==> config.mk <==
export PLATFORM = sky130hd
export DESIGN_NAME = request_fifo
export DESIGN_NICKNAME = d
export VERILOG_FILES = /design/src/rtl/request_fifo_pkg.sv /design/src/rtl/request_fifo_ram.sv /design/src/rtl/request_fifo.sv
export SDC_FILE = /design/constraint.sdc
export NUM_CORES = 1
export LEC_CHECK = 0
export CAP_MARGIN = 25
export CORE_UTILIZATION = 55
export DETAILED_ROUTE_END_ITERATION = 8
export GPL_TIMING_DRIVEN = 0
export PLACE_DENSITY = 0.73
export SLEW_MARGIN = 20
export SYNTH_ARGS = -nofsm -noshare
export SYNTH_HDL_FRONTEND = slang
export SYNTH_HIERARCHICAL = 1
export SYNTH_SLANG_ARGS = --single-unit
==> constraint.sdc <==
create_clock -name clk -period 4.2 [get_ports clk]
set_input_delay 0.42 -clock clk [delete_from_list [all_inputs] [get_ports clk]]
set_output_delay 0.42 -clock clk [all_outputs]
set_load 0.005 [all_outputs]
==> src/rtl/request_fifo_pkg.sv <==
// Package req_pkg: request word layout shared by the requester and request_fifo.
// Word layout: [11:8] opcode, [7:6] source id, [5:0] page id.
package req_pkg;

  localparam int unsigned REQ_W    = 12;
  localparam int unsigned OP_MSB   = 11;
  localparam int unsigned OP_LSB   = 8;
  localparam int unsigned SRC_MSB  = 7;
  localparam int unsigned SRC_LSB  = 6;
  localparam int unsigned PAGE_MSB = 5;
  localparam int unsigned PAGE_LSB = 0;
  localparam int unsigned OP_W     = OP_MSB - OP_LSB + 1;
  localparam int unsigned ID_W     = SRC_MSB - SRC_LSB + 1;
  localparam int unsigned PAGE_W   = PAGE_MSB - PAGE_LSB + 1;

  typedef logic [REQ_W-1:0] req_word_t;

  // Field extractors for consumers of the request word.
  function automatic logic [OP_W-1:0] req_opcode(input req_word_t w);
    return w[OP_MSB:OP_LSB];
  endfunction

  function automatic logic [ID_W-1:0] req_source(input req_word_t w);
    return w[SRC_MSB:SRC_LSB];
  endfunction

  function automatic logic [PAGE_W-1:0] req_page(input req_word_t w);
    return w[PAGE_MSB:PAGE_LSB];
  endfunction

endpackage

==> src/rtl/request_fifo_ram.sv <==
// request_fifo_ram: DEPTH x DATA_W storage, one synchronous write port and
// one asynchronous read port. No reset: contents are only meaningful
// between the FIFO pointers.
// Ports:
//   clk      in  system clock
//   i_we     in  write enable
//   i_waddr  in  write index
//   i_wdata  in  write data
//   i_raddr  in  read index
//   o_rdata  out read data (combinational from i_raddr)
module request_fifo_ram #(
  parameter int unsigned DEPTH  = 16,
  parameter int unsigned DATA_W = 12,
  parameter int unsigned AW     = $clog2(DEPTH)
) (
  input  logic              clk,
  input  logic              i_we,
  input  logic [AW-1:0]     i_waddr,
  input  logic [DATA_W-1:0] i_wdata,
  input  logic [AW-1:0]     i_raddr,
  output logic [DATA_W-1:0] o_rdata
);

  logic [DATA_W-1:0] r_mem [DEPTH];

  // Write port.
  always_ff @(posedge clk) begin
    if (i_we) r_mem[i_waddr] <= i_wdata;
  end

  // Asynchronous read port.
  assign o_rdata = r_mem[i_raddr];

endmodule

==> src/rtl/request_fifo.sv <==
// request_fifo: per-requester buffer of 12-bit page requests.
// Option macro: REQUEST_FIFO_FWFT_EN
//   defined   -> first-word-fall-through: dataOut_req shows the head whenever
//                non-empty (0 when empty), read_req pops it.
//   undefined -> standard: dataOut_req is a register loaded on an accepted read.
// Ports:
//   clk             in   rising-edge clock
//   reset           in   asynchronous active-low reset
//   dataIn_req      in   request word to push
//   write_req       in   push strobe
//   full_req        out  count == DEPTH
//   almost_full_req out  count >= DEPTH-AF_MARGIN
//   read_req        in   pop strobe
//   dataOut_req     out  head / popped request word
//   empty_req       out  count == 0
//   count_req       out  occupancy
//   overflow_req    out  sticky: write attempted while full
//   underflow_req   out  sticky: read attempted while empty
module request_fifo
  import req_pkg::*;
#(
  parameter int unsigned DEPTH     = 16,
  parameter int unsigned AF_MARGIN = 2
) (
  input  logic                     clk,
  input  logic                     reset,
  input  req_word_t                dataIn_req,
  input  logic                     write_req,
  output logic                     full_req,
  output logic                     almost_full_req,
  input  logic                     read_req,
  output req_word_t                dataOut_req,
  output logic                     empty_req,
  output logic [$clog2(DEPTH):0]   count_req,
  output logic                     overflow_req,
  output logic                     underflow_req
);

  localparam int unsigned IDX_W    = $clog2(DEPTH);
  localparam int unsigned PTR_W    = IDX_W + 1;
  localparam int unsigned AF_LEVEL = DEPTH - AF_MARGIN;

  logic [PTR_W-1:0] r_wr_ptr;
  logic [PTR_W-1:0] r_rd_ptr;
  logic             r_overflow;
  logic             r_underflow;
  logic [PTR_W-1:0] w_count;
  logic             w_wr_acc;
  logic             w_rd_acc;
  req_word_t        w_rdata;

  // Occupancy and flags decode from the registered pointers; the extra MSB
  // distinguishes full from empty when the indices match.
  assign w_count         = r_wr_ptr - r_rd_ptr;
  assign count_req       = w_count;
  assign empty_req       = (r_wr_ptr == r_rd_ptr);
  assign full_req        = (r_wr_ptr[IDX_W] != r_rd_ptr[IDX_W]) &&
                           (r_wr_ptr[IDX_W-1:0] == r_rd_ptr[IDX_W-1:0]);
  assign almost_full_req = (32'(w_count) >= AF_LEVEL);
  assign overflow_req    = r_overflow;
  assign underflow_req   = r_underflow;

  assign w_wr_acc = write_req && !full_req;
  assign w_rd_acc = read_req && !empty_req;

  request_fifo_ram #(
    .DEPTH  (DEPTH),
    .DATA_W (REQ_W),
    .AW     (IDX_W)
  ) u_ram (
    .clk     (clk),
    .i_we    (w_wr_acc),
    .i_waddr (r_wr_ptr[IDX_W-1:0]),
    .i_wdata (dataIn_req),
    .i_raddr (r_rd_ptr[IDX_W-1:0]),
    .o_rdata (w_rdata)
  );

  // Pointers and sticky error flags. Rejected strobes never move a pointer.
  always_ff @(posedge clk or negedge reset) begin
    if (!reset) begin
      r_wr_ptr    <= '0;
      r_rd_ptr    <= '0;
      r_overflow  <= 1'b0;
      r_underflow <= 1'b0;
    end else begin
      if (w_wr_acc)              r_wr_ptr    <= r_wr_ptr + PTR_W'(1);
      if (w_rd_acc)              r_rd_ptr    <= r_rd_ptr + PTR_W'(1);
      if (write_req && full_req) r_overflow  <= 1'b1;
      if (read_req && empty_req) r_underflow <= 1'b1;
    end
  end

`ifdef REQUEST_FIFO_FWFT_EN
  // Head word falls through; forced to 0 so stale RAM never leaks out.
  assign dataOut_req = empty_req ? '0 : w_rdata;
`else
  req_word_t r_dout;

  // Output register captures the head on each accepted read.
  always_ff @(posedge clk or negedge reset) begin
    if (!reset)        r_dout <= '0;
    else if (w_rd_acc) r_dout <= w_rdata;
  end

  assign dataOut_req = r_dout;
`endif

endmodule
==> impl_metrics.env, run 1 <==
export IMPL_area_delta_synth_final_pct=18.0
export IMPL_drt_initial_drc_count=341
export IMPL_leakagePower_nw=3.47
export IMPL_tritoncts="built"
export IMPL_nets=506
export IMPL_setup_worst_path_end_class="output port"
export IMPL_gr_total_overflow=0
export IMPL_viasPerCell=6.43
export IMPL_routed_wl_mm=18.3
export IMPL_finalWorstSetupSlack_ns=0.730
export IMPL_dp_cells=647
export IMPL_reg2reg_from="r_wr_ptr[0]"
export IMPL_worst_pin_slew_ns=0.942
export IMPL_start_util_pct=56.5
export IMPL_crit_path_start_kind="flop"
export IMPL_ys_top_cells_by_area="edfxtp_1 67%, mux4_2 8.6%, dfrtp_1 7.0%"
export IMPL_maxSlewHeadroom_pct=37.2
export IMPL_rsz0062_at_grt="no"
export IMPL_r2r_slack_ns=0.83
export IMPL_htree_num_levels=1
export IMPL_synth_seq_area_share_pct=74.1
export IMPL_die_x_microns=127
export IMPL_dp_slack_ns=0.926
export IMPL_post_route_min_period_ns=3.47
export IMPL_wl_per_cell_microns=26.7
export IMPL_skew_ns=0.0118
export IMPL_synth_edf_count=192
export IMPL_tns_ns=0
export IMPL_clock_sinks=216
export IMPL_grt_pass1_wl_mm=28.0
export IMPL_critPathRequiredTime_ns=3.78
export IMPL_diodes=0
export IMPL_power_density_mw_per_mm2=739
export IMPL_finalNonFillerCells=687
export IMPL_grt_usage_pct=24.3
export IMPL_ys_seq_elements=216
export IMPL_hp_class="input pin to async pin"
export IMPL_crit_arrival_ns=3.05
export IMPL_yosysWarnings=6
export IMPL_setup_viol_count_final=0
export IMPL_die_area_sq_mm=0.0161
export IMPL_post_route_period_util_pct=82.6
export IMPL_rows=45
export IMPL_die_h_microns=127
export IMPL_yosys_area_top_type="edfxtp_1"
export IMPL_num_io_pins=38
export IMPL_ir_drop_v=0.000392
export IMPL_synth_cell_type_count=38
export IMPL_drc=0
export IMPL_design_core_area_sq_mm=0.0152
export IMPL_postSynthAreaPerCell_sq_um=20.8
export IMPL_antenna_found_initial=0
export IMPL_yosysTopAreaCellShare_pct=67.1
export IMPL_cts_buffers=22
export IMPL_cts_setup_buffers=0
export IMPL_grt_max_degree=17
export IMPL_crit_type="flop to output port"
export IMPL_crit_fanout=11
export IMPL_status="finished clean"
export IMPL_syn_cell_area_sq_mm=0.00859
export IMPL_cts_resized=0
export IMPL_cts_root_buffer="clkbuf_16"
export IMPL_ys_async_sr_fraction_pct=11.1
export IMPL_cts_buffer_depth=3
export IMPL_drtAntennaViolNets=0
export IMPL_cts_hold_buf=0
export IMPL_drv_slew=0
export IMPL_dr_pass1_iters=5
export IMPL_port_buffers=37
export IMPL_place_congestion=0.811
export IMPL_hpwl_mm=11.7
export IMPL_vias=4414
export IMPL_maxCapViolations=0
export IMPL_hold_viol_final=0
export IMPL_clock_fmax_ghz=0.288
export IMPL_clock_latency_ns=0.51
export IMPL_synthCells=414
export IMPL_drive_gt1_share_pct=23.8
export IMPL_first_global_vias=4736
export IMPL_final_core_util_pct=66.7
export IMPL_synth_main_ff_cell="edfxtp_1"
export IMPL_reg2reg_to="u_ram/r_mem[0][4]"
export IMPL_rr_worst_depth=8
export IMPL_clk_transition_reported_paths_ns=0.06
export IMPL_synth_nets=437
worst max path at each step:
stage           startpoint                 to  slack, ns  cells after the start
2_1_floorplan  r_wr_ptr[3]  u_ram/r_mem[0][0]       1.17                      7
3_3_place_gp   r_rd_ptr[3]  u_ram/r_mem[8][1]       0.12                      8
3_5_place_dp   r_wr_ptr[0]  u_ram/r_mem[3][1]       0.93                      7
4_1_cts        r_wr_ptr[0]    almost_full_req       0.71                      8
5_1_grt        r_wr_ptr[0]    almost_full_req       0.53                      8
6_report       r_wr_ptr[0]    almost_full_req       0.73                      8
Yosys cell counts, types with 2 or more instances:
| cell | count |
|---|---|
| dfrtp_1 | 24 |
| nand4_1 | 5 |
| nor3_1 | 4 |
| nand2b_1 | 2 |
| buf_6 | 2 |
| a21o_1 | 3 |
| buf_2 | 5 |
| o211ai_1 | 3 |
| nor2_1 | 17 |
| buf_12 | 2 |
| nand3b_1 | 2 |
| mux2_4 | 9 |
| mux2_2 | 5 |
| nor2b_1 | 2 |
| mux4_2 | 33 |
| xnor2_1 | 7 |
| inv_1 | 8 |
| edfxtp_1 | 192 |
| clkbuf_1 | 6 |
| ha_1 | 6 |
| mux4_1 | 15 |
| nand2_1 | 14 |
| xor2_1 | 4 |
| a21oi_1 | 6 |
| a22oi_1 | 24 |
| nand3_1 | 2 |
power by group:
part / internal [mW] / switching [mW] / total (mW)
Sequential: 2.66 / 0.197 / 2.86
Combinational: 1.26 / 1.28 / 2.54
Clock: 1.31 / 0.784 / 2.09
Total: 5.23 / 2.26 / 7.50
placed cells by master (no fill, tap or decap), types with 7 or more instances in the layout:
cell,n
clkbuf_1,9
a22oi_1,24
clkbuf_16,22
nand2_1,14
edfxtp_1,192
xnor2_1,7
mux4_1,15
inv_1,8
mux4_2,33
nor2_2,12
dfrtp_1,24
mux2_4,9
clkdlybuf4s50_1,37
critical path: stages, from the launching register on:
cell and delay, ns:
dfrtp_1 0.53, inv_1 0.11, ha_1 0.16, inv_1 0.05, fa_1 0.40, xor2_1 0.22
or4b_1 0.45, o211ai_1 0.09, clkdlybuf4s50_1 0.53
flip-flops by register name, indices dropped and copies added (netlist names):
name           count
underflow_req      1
r_rd_ptr           5
dataOut_req       12
u_ram/r_mem      192
r_wr_ptr           5
overflow_req       1
per-layer routing:
metal / share of wire [%] / vias to the layer above / global-route usage (%)
li1: - / 1850 / -
met1: 40 / 2341 / 32.4
met2: 50 / 176 / 40.9
met3: 6.4 / 47 / 4.27
met4: 3.4 / 0 / 8.82
met5: 0 / - / 0
per-stage QoR:
step	instance area [sq um]	hold WS, ns	total power [mW]
5_1_grt	10100	0.326	7.83
4_1_cts	10100	0.296	7.54
3_3_place_gp	9200	0.440	5.31
2_1_floorplan	8590	0.124	4.41
6_report	10100	0.285	7.50
3_5_place_dp	9340	0.444	5.44
kinds of logic (layout without fill, tap and decap cells):
group           Yosys count  in the layout  share of synthesized area [%]
flops                   216            216                           74.1
mux                      62             62                           15.5
simple gates             54             54                           3.12
compound gates           39             39                           3.23
buf+inv                  24            109                           1.69
xor+xnor                 12             12                           1.31
fa+ha+maj                 7              7                           1.11
cell type report:
| cell class | instances | area [sq um] |
|---|---|---|
| Multi-Input combinational cell | 174 | 2130 |
| Sequential cell | 216 | 6370 |
| Clock buffer | 27 | 589 |
| Inverter | 8 | 30.0 |
| Clock inverter | 13 | 204 |
| Fill cell | 980 | 5070 |
| Buffer | 16 | 115 |
| Tap cell | 188 | 235 |
| Timing Repair Buffer | 45 | 464 |
(Power assumes the default switching activity.)
==> run 2: changes to the inputs <==
CORE_UTILIZATION = 54   (was 55)
PLACE_DENSITY = 0.75   (was 0.73)
clock period = 2.85 ns   (was 4.2 ns; I/O delays follow)
==> impl_metrics.env, run 2 (same netlist as run 1, synthesis figures left out) <==
export IMPL_status="finished clean"
export IMPL_internal_power_mw=7.53
export IMPL_port_buffers=37
export IMPL_cts_buffers=21
export IMPL_die_x_microns=128
export IMPL_rsz0062_at_grt="yes"
export IMPL_clock_latency_ns=0.50
export IMPL_clk_transition_reported_paths_ns=0.06
export IMPL_htree_num_levels=1
export IMPL_grt_usage_pct=22.0
export IMPL_grt_max_degree=25
export IMPL_cts_buffer_depth=3
export IMPL_crit_buf_inv=4
export IMPL_drive_gt1_share_pct=27.8
export IMPL_power_density_mw_per_mm2=1060
export IMPL_nets=523
export IMPL_viasPerCell=6.02
export IMPL_drt_initial_drc_count=411
export IMPL_maxCapViolations=0
export IMPL_die_h_microns=128
export IMPL_final_cell_mix="192 x edfxtp_1, 34 x clkdlybuf4s50_1, 33 x mux4_2"
export IMPL_ir_drop_v=0.000661
export IMPL_crit_top_cell="inv_1"
export IMPL_switching_share_pct=30.6
export IMPL_drv_slew=0
export IMPL_setup_viol_count_final=0
export IMPL_hold_viol_final=0
export IMPL_tritoncts="built"
export IMPL_final_common_cell="edfxtp_1"
export IMPL_finalWorstSetupSlack_ns=0.0463
export IMPL_dr_pass1_iters=5
export IMPL_drc=0
export IMPL_first_global_vias=4425
export IMPL_crit_arrival_ns=3.01
export IMPL_die_area_sq_mm=0.0164
export IMPL_diodes=0
export IMPL_clkPwrFrac_pct=24.7
export IMPL_largest_register_ffs=192
export IMPL_crit_type="flop to flop"
export IMPL_area_delta_synth_final_pct=19.4
export IMPL_post_route_period_util_pct=98.4
export IMPL_routed_wl_mm=17.2
export IMPL_clock_fmax_ghz=0.357
export IMPL_wl_per_cell_microns=23.7
export IMPL_cp_cell_sequence="inv_1 -> ha_1 -> clkbuf_2 -> nand4_1 -> o21ai_1 -> inv_1 -> or3b_1 -> nor3_4 -> buf_4"
export IMPL_num_io_pins=38
export IMPL_start_util_pct=55.9
export IMPL_critPathRequiredTime_ns=3.05
export IMPL_gr_total_overflow=0
export IMPL_crit_fanout=7
export IMPL_design_core_area_sq_mm=0.0154
export IMPL_worst_pin_slew_ns=0.811
export IMPL_post_route_min_period_ns=2.80
export IMPL_skew_ns=0.0103
export IMPL_vias=4370
export IMPL_r2r_slack_ns=0.05
export IMPL_setup_worst_path_end_class="flop"
export IMPL_top_register="u_ram/r_mem"
export IMPL_timing_hold_ws_ns=0.353
export IMPL_hp_class="input pin to async pin"
export IMPL_dp_slack_ns=-0.516
export IMPL_cts_root_buffer="clkbuf_16"
export IMPL_place_congestion=0.807
export IMPL_crit_path_start_kind="flop"
export IMPL_grt_pass1_wl_mm=25.9
export IMPL_leakagePower_nw=3.52
export IMPL_maxSlewHeadroom_pct=45.9
export IMPL_power_frac_seq_pct=38.7
export IMPL_power_frac_comb_pct=36.6
export IMPL_rows=45
export IMPL_clock_sinks=216
export IMPL_crit_slowest_cell="or3b_1"
export IMPL_cpLargestDelayFamily="simple AND/OR/NAND/NOR gates"
export IMPL_antenna_found_initial=0
export IMPL_hpwl_mm=10.7
export IMPL_slowest_delay_ns=0.57
export IMPL_drtAntennaViolNets=0
export IMPL_p_sw_mw=3.33
==> run 2: changes by cell type in the layout (fill, tap and decap cells not counted), moves of 4 or more <==
cell,before,now
nor2_4,0,9
buf_8,4,0
dfrtp_1,24,18
buf_4,3,22
nor2_2,12,3
dfrtp_2,0,6
==> run 2: worst paths after layout <==
kind	to	from	cells after the start
max	u_ram/r_mem[0][6]	r_rd_ptr[3]	9
min	dataOut_req[9]	reset	2
max in group asynchronous	r_rd_ptr[0]	reset	2
max reg2reg	u_ram/r_mem[0][6]	r_rd_ptr[3]	9
min reg2reg	overflow_req	overflow_req	1
min in group clk	overflow_req	overflow_req	1
==> run 2: timing repair <==
action                     in CTS  in global routing
hold endpoints to repair       24                  0
gates resized for setup        13                 14
setup buffers                   9                 12
pin swaps                       5                  4
hold buffers                    1                  0
setup endpoints to repair     183                166
==> run 2: layout make-up <==
class / count / area [sq um]
fillers: 968 / 5110
plain buffers: 16 / 115
inverters: 8 / 30.0
repair buffers: 63 / 598
well taps: 211 / 264
clock buffers: 26 / 554
clock inverters: 12 / 113
multi-input cells: 174 / 2220
flip-flops and latches: 216 / 6370
==> run 2: routing by layer <==
metal / wire [microns] / up-vias / track usage (%)
met1: 7030 / 2254 / 29.0
met2: 8560 / 169 / 36.5
met3: 892 / 49 / 3.46
met4: 719 / 0 / 10.3
li1: - / 1898 / -
met5: 0 / - / 0
==> run 2: power by group through the flow <==
stage	logic, mW	clock network, mW	registers (mW)
floorplan	2.31	0	4.20
global route	4.29	2.83	4.24
CTS	3.78	2.71	4.20
global placement	3.47	0	4.26
detailed placement	3.60	0	4.30
finish	3.98	2.68	4.20
==> run 2: per-stage QoR <==
stage / TNS (ns) / utilization [%] / power, mW / cell area [sq um] / cells
6_report: 0 / 66.8 / 10.9 / 10300 / 726
5_1_grt: -6.17 / 66.8 / 11.4 / 10300 / 726
4_1_cts: -0.812 / 65.9 / 10.7 / 10100 / 714
3_5_place_dp: -47.48 / 60.5 / 7.90 / 9310 / 666
3_3_place_gp: -101.42 / 60.1 / 7.73 / 9230 / 662
2_1_floorplan: 0 / - / 6.51 / 8600 / 414
